File: src/rtl/sum_lt_alarm_monitor.sv
// -----------------------------------------------------------------------------
// sum_lt_alarm_monitor
//
// Purpose:
//   Accepts operand triples (a, b, thr) over a valid/ready handshake and
//   computes lt = (a + b) < thr in a two-stage pipeline. Each result is
//   delivered over a second valid/ready handshake. A hysteresis FSM watches
//   the delivered results. It raises alarm after HIT_COUNT consecutive lt=1
//   results, and it drops alarm after MISS_COUNT consecutive lt=0 results.
//
// Ports:
//   clk        in   1      clock, rising edge
//   rst_n      in   1      asynchronous active-low reset
//   clear      in   1      synchronous flush of pipeline, FSM and counters
//   in_valid   in   1      operand triple valid
//   in_ready   out  1      block can accept a triple (combinational)
//   in1        in   3      operand a (unsigned)
//   in2        in   4      operand b (unsigned)
//   in3        in   9      threshold (unsigned)
//   out_valid  out  1      result valid
//   out_ready  in   1      downstream accepts result
//   out_lt     out  1      1 when in1 + in2 < in3 for that triple
//   alarm      out  1      hysteresis alarm state
//   hit_run    out  CNT_W  consecutive lt=1 result count (saturating)
// -----------------------------------------------------------------------------
module sum_lt_alarm_monitor #(
  parameter int HIT_COUNT  = 4,
  parameter int MISS_COUNT = 2,
  parameter int CNT_W      = 4
) (
  input  logic             clk,
  input  logic             rst_n,
  input  logic             clear,
  input  logic             in_valid,
  output logic             in_ready,
  input  logic [2:0]       in1,
  input  logic [3:0]       in2,
  input  logic [8:0]       in3,
  output logic             out_valid,
  input  logic             out_ready,
  output logic             out_lt,
  output logic             alarm,
  output logic [CNT_W-1:0] hit_run
);

  localparam logic [CNT_W-1:0] CNT_MAX  = {CNT_W{1'b1}};
  localparam logic [CNT_W-1:0] CNT_ZERO = {CNT_W{1'b0}};
  localparam logic [CNT_W-1:0] CNT_ONE  = CNT_W'(1);
  localparam logic [CNT_W-1:0] HIT_TGT  = CNT_W'(HIT_COUNT);
  localparam logic [CNT_W-1:0] MISS_TGT = CNT_W'(MISS_COUNT);

  typedef enum logic [0:0] {
    ST_IDLE  = 1'b0,
    ST_ALARM = 1'b1
  } state_t;

  // Saturating increment. The run counters stick at all-ones rather than wrap.
  function automatic logic [CNT_W-1:0] sat_inc(input logic [CNT_W-1:0] v);
    logic [CNT_W-1:0] r;
    if (v == CNT_MAX) begin
      r = v;
    end else begin
      r = v + CNT_ONE;
    end
    return r;
  endfunction

  // Stage 1 holds the raw operands. Stage 2 holds the comparison result.
  logic             s1_valid_r;
  logic [2:0]       s1_a_r;
  logic [3:0]       s1_b_r;
  logic [8:0]       s1_thr_r;
  logic             s2_valid_r;
  logic             s2_lt_r;

  logic             s2_load_s;
  logic             s1_load_s;
  logic             event_s;
  logic [4:0]       sum_s;
  logic             lt_s;
  logic [CNT_W-1:0] hit_inc_s;
  logic [CNT_W-1:0] miss_inc_s;

  state_t           state_r;
  logic             alarm_r;
  logic [CNT_W-1:0] hit_r;
  logic [CNT_W-1:0] miss_r;

  // Handshake control, and the compare that sits between S1 and S2.
  always_comb begin
    s2_load_s  = !s2_valid_r || out_ready;
    s1_load_s  = !s1_valid_r || s2_load_s;
    in_ready   = !clear && s1_load_s;
    event_s    = s2_valid_r && out_ready;
    // The largest sum is 7 + 15 = 22, so 5 bits never overflow.
    sum_s      = {2'b00, s1_a_r} + {1'b0, s1_b_r};
    // Compare unsigned after zero-extending the sum. Equality gives 0.
    lt_s       = ({4'b0000, sum_s} < s1_thr_r);
    hit_inc_s  = sat_inc(hit_r);
    miss_inc_s = sat_inc(miss_r);
  end

  // Pipeline stage registers. A flush drops both stages, and it wins over
  // any handshake in the same cycle.
  always_ff @(posedge clk or negedge rst_n) begin
    if (!rst_n) begin
      s1_valid_r <= 1'b0;
      s1_a_r     <= 3'd0;
      s1_b_r     <= 4'd0;
      s1_thr_r   <= 9'd0;
      s2_valid_r <= 1'b0;
      s2_lt_r    <= 1'b0;
    end else if (clear) begin
      s1_valid_r <= 1'b0;
      s2_valid_r <= 1'b0;
    end else begin
      if (s2_load_s) begin
        s2_valid_r <= s1_valid_r;
        if (s1_valid_r) begin
          s2_lt_r <= lt_s;
        end
      end
      if (s1_load_s) begin
        s1_valid_r <= in_valid;
        if (in_valid) begin
          s1_a_r   <= in1;
          s1_b_r   <= in2;
          s1_thr_r <= in3;
        end
      end
    end
  end

  // Hysteresis FSM. It advances only on a delivered result, so alarm and
  // hit_run change in the cycle after that result.
  always_ff @(posedge clk or negedge rst_n) begin
    if (!rst_n) begin
      state_r <= ST_IDLE;
      alarm_r <= 1'b0;
      hit_r   <= CNT_ZERO;
      miss_r  <= CNT_ZERO;
    end else if (clear) begin
      state_r <= ST_IDLE;
      alarm_r <= 1'b0;
      hit_r   <= CNT_ZERO;
      miss_r  <= CNT_ZERO;
    end else if (event_s) begin
      case (state_r)
        ST_IDLE: begin
          miss_r <= CNT_ZERO;
          if (s2_lt_r) begin
            hit_r <= hit_inc_s;
            // The >= test keeps a small HIT_COUNT safe when the count saturates.
            if (hit_inc_s >= HIT_TGT) begin
              state_r <= ST_ALARM;
              alarm_r <= 1'b1;
            end
          end else begin
            hit_r <= CNT_ZERO;
          end
        end
        ST_ALARM: begin
          if (s2_lt_r) begin
            miss_r <= CNT_ZERO;
            hit_r  <= hit_inc_s;
          end else if (miss_inc_s >= MISS_TGT) begin
            state_r <= ST_IDLE;
            alarm_r <= 1'b0;
            hit_r   <= CNT_ZERO;
            miss_r  <= CNT_ZERO;
          end else begin
            miss_r <= miss_inc_s;
          end
        end
        default: begin
          state_r <= ST_IDLE;
          alarm_r <= 1'b0;
          hit_r   <= CNT_ZERO;
          miss_r  <= CNT_ZERO;
        end
      endcase
    end
  end

  assign out_valid = s2_valid_r;
  assign out_lt    = s2_lt_r;
  assign alarm     = alarm_r;
  assign hit_run   = hit_r;

endmodule

File: config.mk
export PLATFORM = sky130hd
export DESIGN_NAME = sum_lt_alarm_monitor
export DESIGN_NICKNAME = d
export VERILOG_FILES = /design/src/rtl/sum_lt_alarm_monitor.sv
export SDC_FILE = /design/constraint.sdc
export NUM_CORES = 1
export LEC_CHECK = 0
export BUFFER_PORTS_ARGS = -buffer_cell sky130_fd_sc_hd__buf_2
export CAP_MARGIN = 20
export CORE_AREA = 5 5 51 71
export CTS_CLUSTER_SIZE = 12
export DETAILED_ROUTE_END_ITERATION = 7
export DIE_AREA = 0 0 56 76
export PLACE_DENSITY = 0.75
export SLEW_MARGIN = 25
export SYNTH_ARGS = -nofsm -noshare
export SYNTH_HDL_FRONTEND = slang
export SYNTH_SLANG_ARGS = --single-unit
export TNS_END_PERCENT = 20
File: constraint.sdc
create_clock -name clk -period 2.3 [get_ports clk]
set_input_delay 0.23 -clock clk [delete_from_list [all_inputs] [get_ports clk]]
set_output_delay 0.23 -clock clk [all_outputs]
set_load 0.02 [all_outputs]
## Word-level counts from Yosys, hierarchy flattened

Index checks and enable logic that the tools add are counted.

- Word-level logic and storage cells: 70
- Input bits: 21
- Flip-flop bits (word level): 29
- Output and inout port bits: 8

- Reductions and logical operators: 14
- Add/subtract/negate cells: 3
- Eq/ne operators: 7
- Bitwise logic cells: 2
- Order comparisons: 3
- Muxes and demuxes: 31

Operator list:

| kind | count |
|---|---|
| $mux W4 | 11 |
| $mux W1 | 16 |
| $pmux W4 S2 | 2 |
| $lt A5 B9 Y1 | 1 |
| $ne A3 B3 Y1 const B | 3 |
| $add A4 B1 Y4 const B | 2 |
| $eq A4 B4 Y1 const B | 2 |
| $reduce_and A3 Y1 | 2 |
| $reduce_bool A2 Y1 | 3 |
| $add A3 B4 Y5 | 1 |
| $reduce_and A5 Y1 | 1 |
| $ge A4 B2 Y1 const B | 1 |
| $ge A4 B3 Y1 const B | 1 |
| $ne A4 B3 Y1 const B | 1 |
| $pmux W1 S2 | 2 |
| $logic_not A1 Y1 | 3 |
| $ne A3 B2 Y1 const B | 1 |
| $logic_and A1 B1 Y1 | 2 |
| $logic_or A1 B1 Y1 | 2 |
| $not A1 Y1 | 2 |
| $reduce_and A2 Y1 | 1 |

## Logic depth before layout (Yosys ltp)

Gate-level depths: netlist of the first run.

- Word-level depth: 8
- Depth in mapped cells: 8

## Worst setup path before layout of the first run

No wires, ideal clock.

- Path kind: reg-to-reg
- Start point: reg s1_a_r[0]
- End point: reg s2_lt_r (netlist: out_lt)
- Period minus slack after synthesis: 1.949 ns
- Library setup time: 0.082 ns
- Cell stages (with the launch flop): 9
- Required time: 2.218 ns
- Arrival time: 1.868 ns
- Setup slack: 0.351 ns
- Path buffers: 0
- Cells stage by stage: dfrtp_1 -> ha_1 -> fa_1 -> xor2_1 -> ha_1 -> a21o_1 -> a31oi_1 -> o21ai_1 -> a31oi_1

- Longest elaborated chain between the ends: 2

Ends and longest elaborated chain:

| what | line | RTL |
|---|---|---|
| start, declared | 70 | `logic [2:0] s1_a_r;` |
| start signal, assigned | 126 | `s1_a_r <= in1;` |
| $add A3 B4 Y5 | 96 | `sum_s = {2'b00, s1_a_r} + {1'b0, s1_b_r};` |
| $lt A5 B9 Y1 | 98 | `lt_s = ({4'b0000, sum_s} < s1_thr_r);` |
| end signal, assigned | 120 | `s2_lt_r <= lt_s;` |
| end, declared | 74 | `logic s2_lt_r;` |

No other way between the ends.
A chain may end at the register's enable or synchronous reset.

## Final worst setup path of the first run

Ends and elaborated chain as after synthesis.

==> impl_metrics.tcl, run 1 <==
set metrics [dict create \
    synth.most_common_cell "dfrtp_1" \
    syn-mean-instance-area_um2 11.4 \
    cap_violations 0 \
    sequentialPowerShare 0.455 \
    min_from "in3[1]" \
    slew_headroom 0.579 \
    status "completed" \
    setup_viol 0 \
    max_slew.worst_pin.slew_ps 632 \
    reg2reg_from "s1_a_r[0]" \
    ys.flop_type "dfrtp_1" \
    cts_max_level 2 \
    die-area_um2 4260 \
    track_usage 0.158 \
    syn_inst 133 \
    synth_top_family_by_area "compound AO/OA/AOI/OAI gates" \
    synth_area_leaders "dfrtp_1 (48%), mux2_1 (12%), ha_1 (7.4%)" \
    chipHeight_um 76 \
    maxSlewViolCount 0 \
    path_clk_slew_ps 60 \
    fin_tns_setup_ps 0 \
    numCtsBuffers 5 \
    netlist_area_um2 1520 \
    critPathLaunchType "flop" \
    p_switching_uw 453 \
    path_class "reg2reg" \
    area_delta_synth_final_pct 18.0 \
    swShare 0.312 \
    layout-drive-gt1-share 0.251 \
    nets 198 \
    ys_seq_area_frac 0.478 \
    syn-num-nets 164 \
    cp-end-kind "flop" \
    synth_warnings 0 \
    drc 0 \
    pwr-share-clk 0.287 \
    yosysUniqueCellTypes 40 \
    cts-resized-gates 0 \
    grt_setup_unrepaired "false" \
    max_freq_mhz 482 \
    crit_arrival_ps 2280 \
    hold_end "s1_thr_r[1]" \
    synth_mux_area_frac 0.119 \
    grt_pass1_vias 1275 \
    drtIter0Drc 26 \
    gp_congestion 0.779 \
    antenna_found_initial 0 \
    antenna_left 0 \
    hold_path_class "in2reg" \
    via_count 1146 \
    cts_tree "built" \
    grt_overflow 0 \
    vias_per_cell 5.56 \
    yosys-top-cells-count "dfrtp_1 (29), mux2_1 (16), nor2_1 (11), ha_1 (9), a21oi_1 (8)" \
    holdPathStages 2 \
    reg2regPathDepth 8 \
    clk_path_buf_depth 2 \
    min_period_ps 2070 \
    drt_first_pass_iters 4 \
    finalHoldViolations 0 \
    clock-sinks 29 \
    p_comb_frac 0.258 \
    yosys.area_share.xor_xnor 0.0173 \
    n_antenna_cell 0 \
    synth-compound-area-share 0.153 \
    reg2reg_to "out_lt" \
    rows 24 \
    synth-simple-area-share 0.120 \
    core_area_um2 2970 \
    io_buffer_count 28 \
    grt_pass1_wl_um 5310 \
    io_pins 29 \
    dpl.hpwl_um 2250 \
    yosysTopAreaCell "dfrtp_1" \
    p_int_uw 996 \
    cts_root_buffer "clkbuf_8" \
    fp.dieW_um 56 \
    cts_setup_buffers 0 \
    wire_per_inst_um 14.3 \
    p_leak_uw 0.000865 \
    cp_data_required_time_ps 2510 \
    drt_wl_total_um 2940 \
    vdd_drop_max_mv 0.493 \
    regToRegSetupSlack_ps 230 \
    fin_worst_skew_ps 8.59 \
    worstPathMaxFanout 2 \
    hold_buffers 1 \
    async_flop_share 1.00 \
    p_total_uw 1450 \
    synth.top_cell.area_share 0.478 \
    powerDensity_nw_per_um2 809 \
    fillCellCount 265 \
    start_util 0.511 \
    ys_seq_elements 29 \
    clock_latency_ps 280 \
    synth_edf_count 0 \
    period_share 0.902 \
    synth_adder_area_share 0.0874 \
    grt_max_degree 30 \
]
[routing by layer]
metal | vias to the layer above | global-route usage | part of all wire | routed length, um
li1 | 544 | - | - | -
met1 | 558 | 0.149 | 0.36 | 1060
met2 | 37 | 0.293 | 0.55 | 1620
met3 | 7 | 0.0475 | 0.065 | 192
met4 | 0 | 0.0879 | 0.026 | 76
met5 | - | 0 | 0 | 0
[cell families (layout without fill, tap and decap cells)]
group | count (synthesis) | after routing
buffers and inverters | 9 | 43
AO/OA/AOI/OAI | 33 | 33
XOR/XNOR | 3 | 3
adder cells (fa/ha/maj) | 10 | 10
multiplexers | 16 | 16
flip-flops | 29 | 29
AND/OR/NAND/NOR | 33 | 33
[final cells by class]
cell class / count / area (um^2) / area share
multi-input combinational: 95 / 753 / 0.421
tap: 39 / 48.8 / 0.0273
timing repair buffer: 29 / 150 / 0.0839
inverter: 7 / 26.3 / 0.0147
sequential: 29 / 726 / 0.405
clock buffer: 7 / 86.3 / 0.0482
[per-stage QoR]
step	hold slack [ps]	utilization	setup WS [ps]	cells	cell area, um^2
global route	158	0.602	79.1	206	1790
floorplan	-65.6	-	351	133	1520
detailed placement	300	0.570	231	198	1690
finish	162	0.602	226	206	1790
global placement	283	0.570	289	198	1690
CTS	154	0.602	215	206	1790
[critical path, stage by stage, from the launching register on]
cell and delay (ps):
dfrtp_1 380, ha_1 230, fa_1 410, xor2_1 190
ha_1 290, a21o_1 160, a31oi_1 140, o21ai_1 90
a31oi_1 120
[cell usage in the layout (no fill, tap or decap), drive strengths merged, types with 4 or more instances in the layout]
master,n
clkbuf,7
mux2,16
a21o,4
a31oi,4
nor2,11
inv,7
buf,28
dfrtp,29
a21oi,9
ha,9
o21ai,5
nand2,6
[flip-flops by register name, summed over array words and instances, names as in the netlist, 3 cells and up]
register	flops
s1_thr_r	9
s1_a_r	3
hit_run	4
miss_r	4
s1_b_r	4
[how the worst max path moves through the flow]
stage / start / end / slack (ps) / cells past startpoint
2_1_floorplan: s1_a_r[0] / out_lt / 350 / 8
3_5_place_dp: s1_a_r[0] / out_lt / 230 / 8
5_1_grt: s1_a_r[0] / out_lt / 80 / 8
6_report: s1_a_r[0] / out_lt / 230 / 8
4_1_cts: s1_a_r[0] / out_lt / 220 / 8
3_3_place_gp: s1_a_r[0] / out_lt / 290 / 8
[power by group through the flow]
stage | clock network (uW) | registers (uW) | logic [uW]
3_5_place_dp | 0 | 667 | 376
3_3_place_gp | 0 | 660 | 359
6_report | 416 | 659 | 374
5_1_grt | 452 | 672 | 438
2_1_floorplan | 0 | 684 | 240
4_1_cts | 433 | 658 | 381
(Power assumes the default switching activity.)
==> inputs of run 2 (changes only) <==
- ABC_AREA: default -> 1
- CORE_AREA: 5 5 51 71 -> 5 5 52 72
- CTS_CLUSTER_DIAMETER: default -> 200
- DIE_AREA: 0 0 56 76 -> 0 0 57 77
- PLACE_DENSITY: 0.75 -> 0.74
- SKIP_LAST_GASP: default -> 1
==> impl_metrics.tcl, run 2 <==
set metrics [dict create \
    hold_path_class "in2reg" \
    syn_inst 192 \
    reg2regPathDepth 10 \
    area_delta_synth_final_pct 16.5 \
    min_period_ps 2030 \
    reg2reg_from "s1_a_r[0]" \
    grt_max_degree 30 \
    clk_path_buf_depth 2 \
    grt_setup_unrepaired "false" \
    finalHoldViolations 0 \
    yosysUniqueCellTypes 26 \
    final_util 0.595 \
    period_share 0.884 \
    io_pins 29 \
    syn-num-nets 223 \
    synth_warnings 0 \
    slew_headroom 0.569 \
    via_count 1308 \
    yosys-top-cells-count "nand2_1 (56), dfrtp_1 (29), nor2_1 (21), inv_1 (19), nand3_1 (17)" \
    cts_root_buffer "clkbuf_8" \
    holdPathStages 3 \
    powerDensity_nw_per_um2 700 \
    grt_pass1_vias 1296 \
    drtIter0Drc 17 \
    final_cells 263 \
    gp_congestion 0.759 \
    final_common_cell "nand2_1" \
    synth.most_common_cell "nand2_1" \
    worstPathMaxFanout 2 \
    cp_data_required_time_ps 2460 \
    regToRegSetupSlack_ps 270 \
    die-area_um2 4390 \
    ys_seq_elements 29 \
    rows 24 \
    core_area_um2 3060 \
    cts_max_level 2 \
    crit_path_cell_trace "ha_1 > fa_1 > nand2_1 > a21boi_0 > ha_1 > nand2_1 > o21ai_0 > nand2_1 > nand3_1 > o21ai_0" \
    fin_tns_setup_ps 0 \
    antenna_left 0 \
    wire_per_inst_um 11.3 \
    crit_slowest_cell "fa_1" \
    fp.dieW_um 57 \
    maxSlewViolCount 0 \
    syn-mean-instance-area_um2 8.15 \
    netlist_area_um2 1570 \
    path_class "reg2reg" \
    ys_seq_area_frac 0.464 \
    numCtsBuffers 5 \
    crit_top_cell "nand2_1" \
    crit_start "s1_a_r[0]" \
    drt_wl_total_um 2980 \
    critPathLaunchType "flop" \
    cap_violations 0 \
    nets 255 \
    ys.flop_type "dfrtp_1" \
    clock-sinks 29 \
    setup_viol 0 \
    fillCellCount 324 \
    p_leak_uw 0.000989 \
    reg2reg_to "out_lt" \
    dpl.hpwl_um 2310 \
    synth_edf_count 0 \
    regMostFlops "s1_thr_r" \
    cpPeakStageDelay_ps 400 \
    crit_arrival_ps 2190 \
    cp-end-kind "flop" \
    vdd_drop_max_mv 0.422 \
    yosysTopAreaCell "dfrtp_1" \
    synth.top_cell.area_share 0.464 \
    grt_pass1_wl_um 5260 \
    min_from "in1[0]" \
    layout-drive-gt1-share 0.188 \
    vias_per_cell 4.97 \
    io_buffer_count 28 \
    drt_first_pass_iters 4 \
    async_flop_share 1.00 \
    n_antenna_cell 0 \
    status "completed" \
    cts-resized-gates 0 \
    hold_end "s1_a_r[0]" \
    layout_common_cells "nand2_1 (56), dfrtp_1 (29), buf_2 (28)" \
    path_clk_slew_ps 60 \
    clock_latency_ps 280 \
    drc 0 \
    chipHeight_um 77 \
    track_usage 0.155 \
    largest_register_ffs 9 \
    fin_worst_skew_ps 5.13 \
    max_slew.worst_pin.slew_ps 646 \
    cts_tree "built" \
    synth_area_leaders "dfrtp_1 (46%), nand2_1 (13%), ha_1 (7.2%)" \
    start_util 0.511 \
    grt_overflow 0 \
    placed_cells 255 \
    max_freq_mhz 492 \
    antenna_found_initial 0 \
]
[run 2: power by group]
group,internal [uW],switching (uW)
combinational,103,155
clock,237,180
sequential,562,38.7
total,901,374
[run 2: worst max-delay path by stage]
stage | endpoint | cells past startpoint
after floorplan | out_lt | 9
final | out_lt | 10
after global placement | out_lt | 9
after detailed placement | out_lt | 10
after CTS | out_lt | 10
after global routing | out_lt | 10
[run 2: logic make-up (layout without fill, tap and decap cells)]
family,count (synthesis),in the layout,share of synthesized area
AOI/OAI and AO/OA,21,21,0.0799
xor gates and xnor gates,4,4,0.0224
adders and majority gates,10,10,0.0847
buffers and inverters,25,57,0.0679
DFF,29,29,0.464
and+or+nand+nor,103,103,0.281
[run 2: final cells by class]
cell class | instances | area, um^2 | area share
Tap cell | 39 | 48.8 | 0.0268
Multi-Input combinational cell | 138 | 733 | 0.402
Timing Repair Buffer | 29 | 150 | 0.0824
Inverter | 21 | 78.8 | 0.0432
Clock buffer | 7 | 86.3 | 0.0474
Sequential cell | 29 | 726 | 0.398
[run 2: per-layer routing]
layer / GRT usage / part of all wire / vias up
met3: 0.0471 / 0.053 / 7
li1: - / - / 672
met1: 0.146 / 0.38 / 601
met4: 0.0882 / 0.028 / 0
met2: 0.285 / 0.54 / 28
met5: 0 / 0 / -
[run 2: worst max-delay path: cells and delay by family, from the launching register on]
kind / cells / cell delay [ps]
simple gates: 4 / 280
compound gates: 3 / 320
fa+ha+maj: 3 / 930
flops: 1 / 380
[run 2: through the flow]
step           worst slack (ps)  cell area, um^2  total power, uW  hold WS [ps]
3_5_place_dp                275             1730              870           290
5_1_grt                     121             1820             1360           187
4_1_cts                     272             1820             1290           170
2_1_floorplan               396             1570              787         -65.6
3_3_place_gp                333             1730              862           287
6_report                    267             1820             1280           182
[run 2: timing repair]
item	4_1_cts	5_1_grt
buffers inserted	0	0
endpoints found under the setup margin	0	0
hold endpoints to repair	29	0
hold buffers	1	0
==> inputs of run 3 (changes only) <==
- CELL_PAD_IN_SITES_DETAIL_PLACEMENT: default -> 0
- CELL_PAD_IN_SITES_GLOBAL_PLACEMENT: default -> 1
- CORE_AREA: 5 5 52 72 -> 5 5 59 83
- DIE_AREA: 0 0 57 77 -> 0 0 64 88
- PLACE_DENSITY: 0.74 -> 0.75
==> impl_metrics.tcl, run 3 (same netlist as run 2, synthesis figures left out) <==
set metrics [dict create \
    status "finished with violations" \
    violations "negative hold slack" \
    fin_tns_setup_ps 0 \
    die-area_um2 5630 \
    track_usage 0.124 \
    regToRegSetupSlack_ps 270 \
    clk_path_buf_depth 2 \
    sequentialPowerShare 0.471 \
    fin_worst_skew_ps 4.87 \
    start_util 0.382 \
    final_common_cell "nand2_1" \
    cp-end-kind "flop" \
    dpl_cell_area_um2 1730 \
    via_count 1277 \
    reg2reg_to "out_lt" \
    drt_first_pass_iters 2 \
    min_period_ps 2030 \
    vias_per_cell 4.76 \
    clock_latency_ps 270 \
    p_int_uw 901 \
    grt_overflow 0 \
    antenna_left 0 \
    grt_max_degree 30 \
    finalHoldViolations 29 \
    regMostFlops "s1_thr_r" \
    p_leak_uw 0.000984 \
    chipHeight_um 88 \
    period_share 0.881 \
    area_delta_synth_final_pct 16.3 \
    rows 28 \
    nets 254 \
    hold_buffers 0 \
    fp.dieW_um 64 \
    crit_arrival_ps 2170 \
    setup_viol 0 \
    largest_register_ffs 9 \
    io_pins 29 \
    pwr-share-clk 0.328 \
    drc 0 \
    vdd_drop_max_mv 0.402 \
    slew_headroom 0.554 \
    p_switching_uw 374 \
    reg2regPathDepth 10 \
    drt_wl_total_um 3090 \
    grt_setup_unrepaired "false" \
    setup_slack_ps 274 \
    io_buffer_count 28 \
    cts_max_level 2 \
    dpl.hpwl_um 2390 \
    critPathLaunchType "flop" \
    p_comb_frac 0.201 \
    whs_ps -12.0 \
    pre_cts_slack_ps 263 \
    reg2reg_from "s1_a_r[0]" \
    layout_common_cells "nand2_1 (56), dfrtp_1 (29), buf_2 (28)" \
    placed_cells 261 \
    cts_root_buffer "clkbuf_8" \
    n_antenna_cell 0 \
    gp_congestion 0.699 \
    cp_data_required_time_ps 2450 \
    grt_pass1_vias 1307 \
    p_total_uw 1270 \
    cts_tree "built" \
    maxSlewViolCount 0 \
    numCtsBuffers 5 \
    powerDensity_nw_per_um2 700 \
    crit_start "s1_a_r[0]" \
    path_clk_slew_ps 60 \
    antenna_found_initial 0 \
    clock-sinks 29 \
    swShare 0.293 \
    final_cells 268 \
    wire_per_inst_um 11.5 \
    layout-drive-gt1-share 0.188 \
    core_area_um2 4100 \
    cap_violations 0 \
    max_freq_mhz 494 \
    stdcell_area_um2 1820 \
    drtIter0Drc 47 \
    hold_path_class "in2async" \
    grt_pass1_wl_um 5510 \
    max_slew.worst_pin.slew_ps 669 \
    path_class "reg2reg" \
    worstPathMaxFanout 2 \
]
-- run 3: changes by cell type in the layout (fill, tap and decap cells not counted), sizes merged --
cell / before / now
dlygate4sd3: 1 / 0
-- run 3: per-layer routing --
layer	up-vias	track usage	share of wire
met3	5	0.0321	0.050
li1	671	-	-
met1	576	0.127	0.39
met4	0	0.0567	0.020
met2	25	0.232	0.54
met5	-	0	0
-- run 3: cell type report --
type                    count  area [um^2]
well taps                  45         56.3
flip-flops and latches     29          726
fillers                   439         2280
clock buffers               7         86.3
repair buffers             28          140
multi-input cells         138          733
inverters                  21         78.8
-- run 3: critical path: stages (launching register included) --
cell and delay, ps:
dfrtp_1 380, ha_1 220, fa_1 400, nand2_1 70
a21boi_0 80, ha_1 300, nand2_1 70, nor2_1 110
o211ai_1 100, nand3_1 80, o21ai_0 80
-- run 3: timing repair --
item | 4_1_cts | 5_1_grt
endpoints found under the setup margin | 0 | 1
setup buffers | 0 | 0
gates resized for setup | 0 | 1
-- run 3: power by group through the flow --
stage	logic (uW)	clock network [uW]	registers [uW]
finish	257	418	600
global route	306	452	608
CTS	264	430	602
detailed placement	262	0	610
global placement	261	0	608
floorplan	172	0	614
-- run 3: worst max path at each step --
stage              to  slack [ps]  cells past startpoint
6_report       out_lt         270                     10
5_1_grt        out_lt          50                     10
4_1_cts        out_lt         250                     10
3_5_place_dp   out_lt         260                     10
3_3_place_gp   out_lt         320                      9
2_1_floorplan  out_lt         400                      9
-- run 3: through the flow --
| stage | hold WS, ps | util |
|---|---|---|
| 6_report | -12.0 | 0.444 |
| 5_1_grt | 29.8 | 0.444 |
| 4_1_cts | 1.92 | 0.444 |
| 3_5_place_dp | 303 | 0.423 |
| 3_3_place_gp | 301 | 0.423 |
| 2_1_floorplan | -65.6 | - |
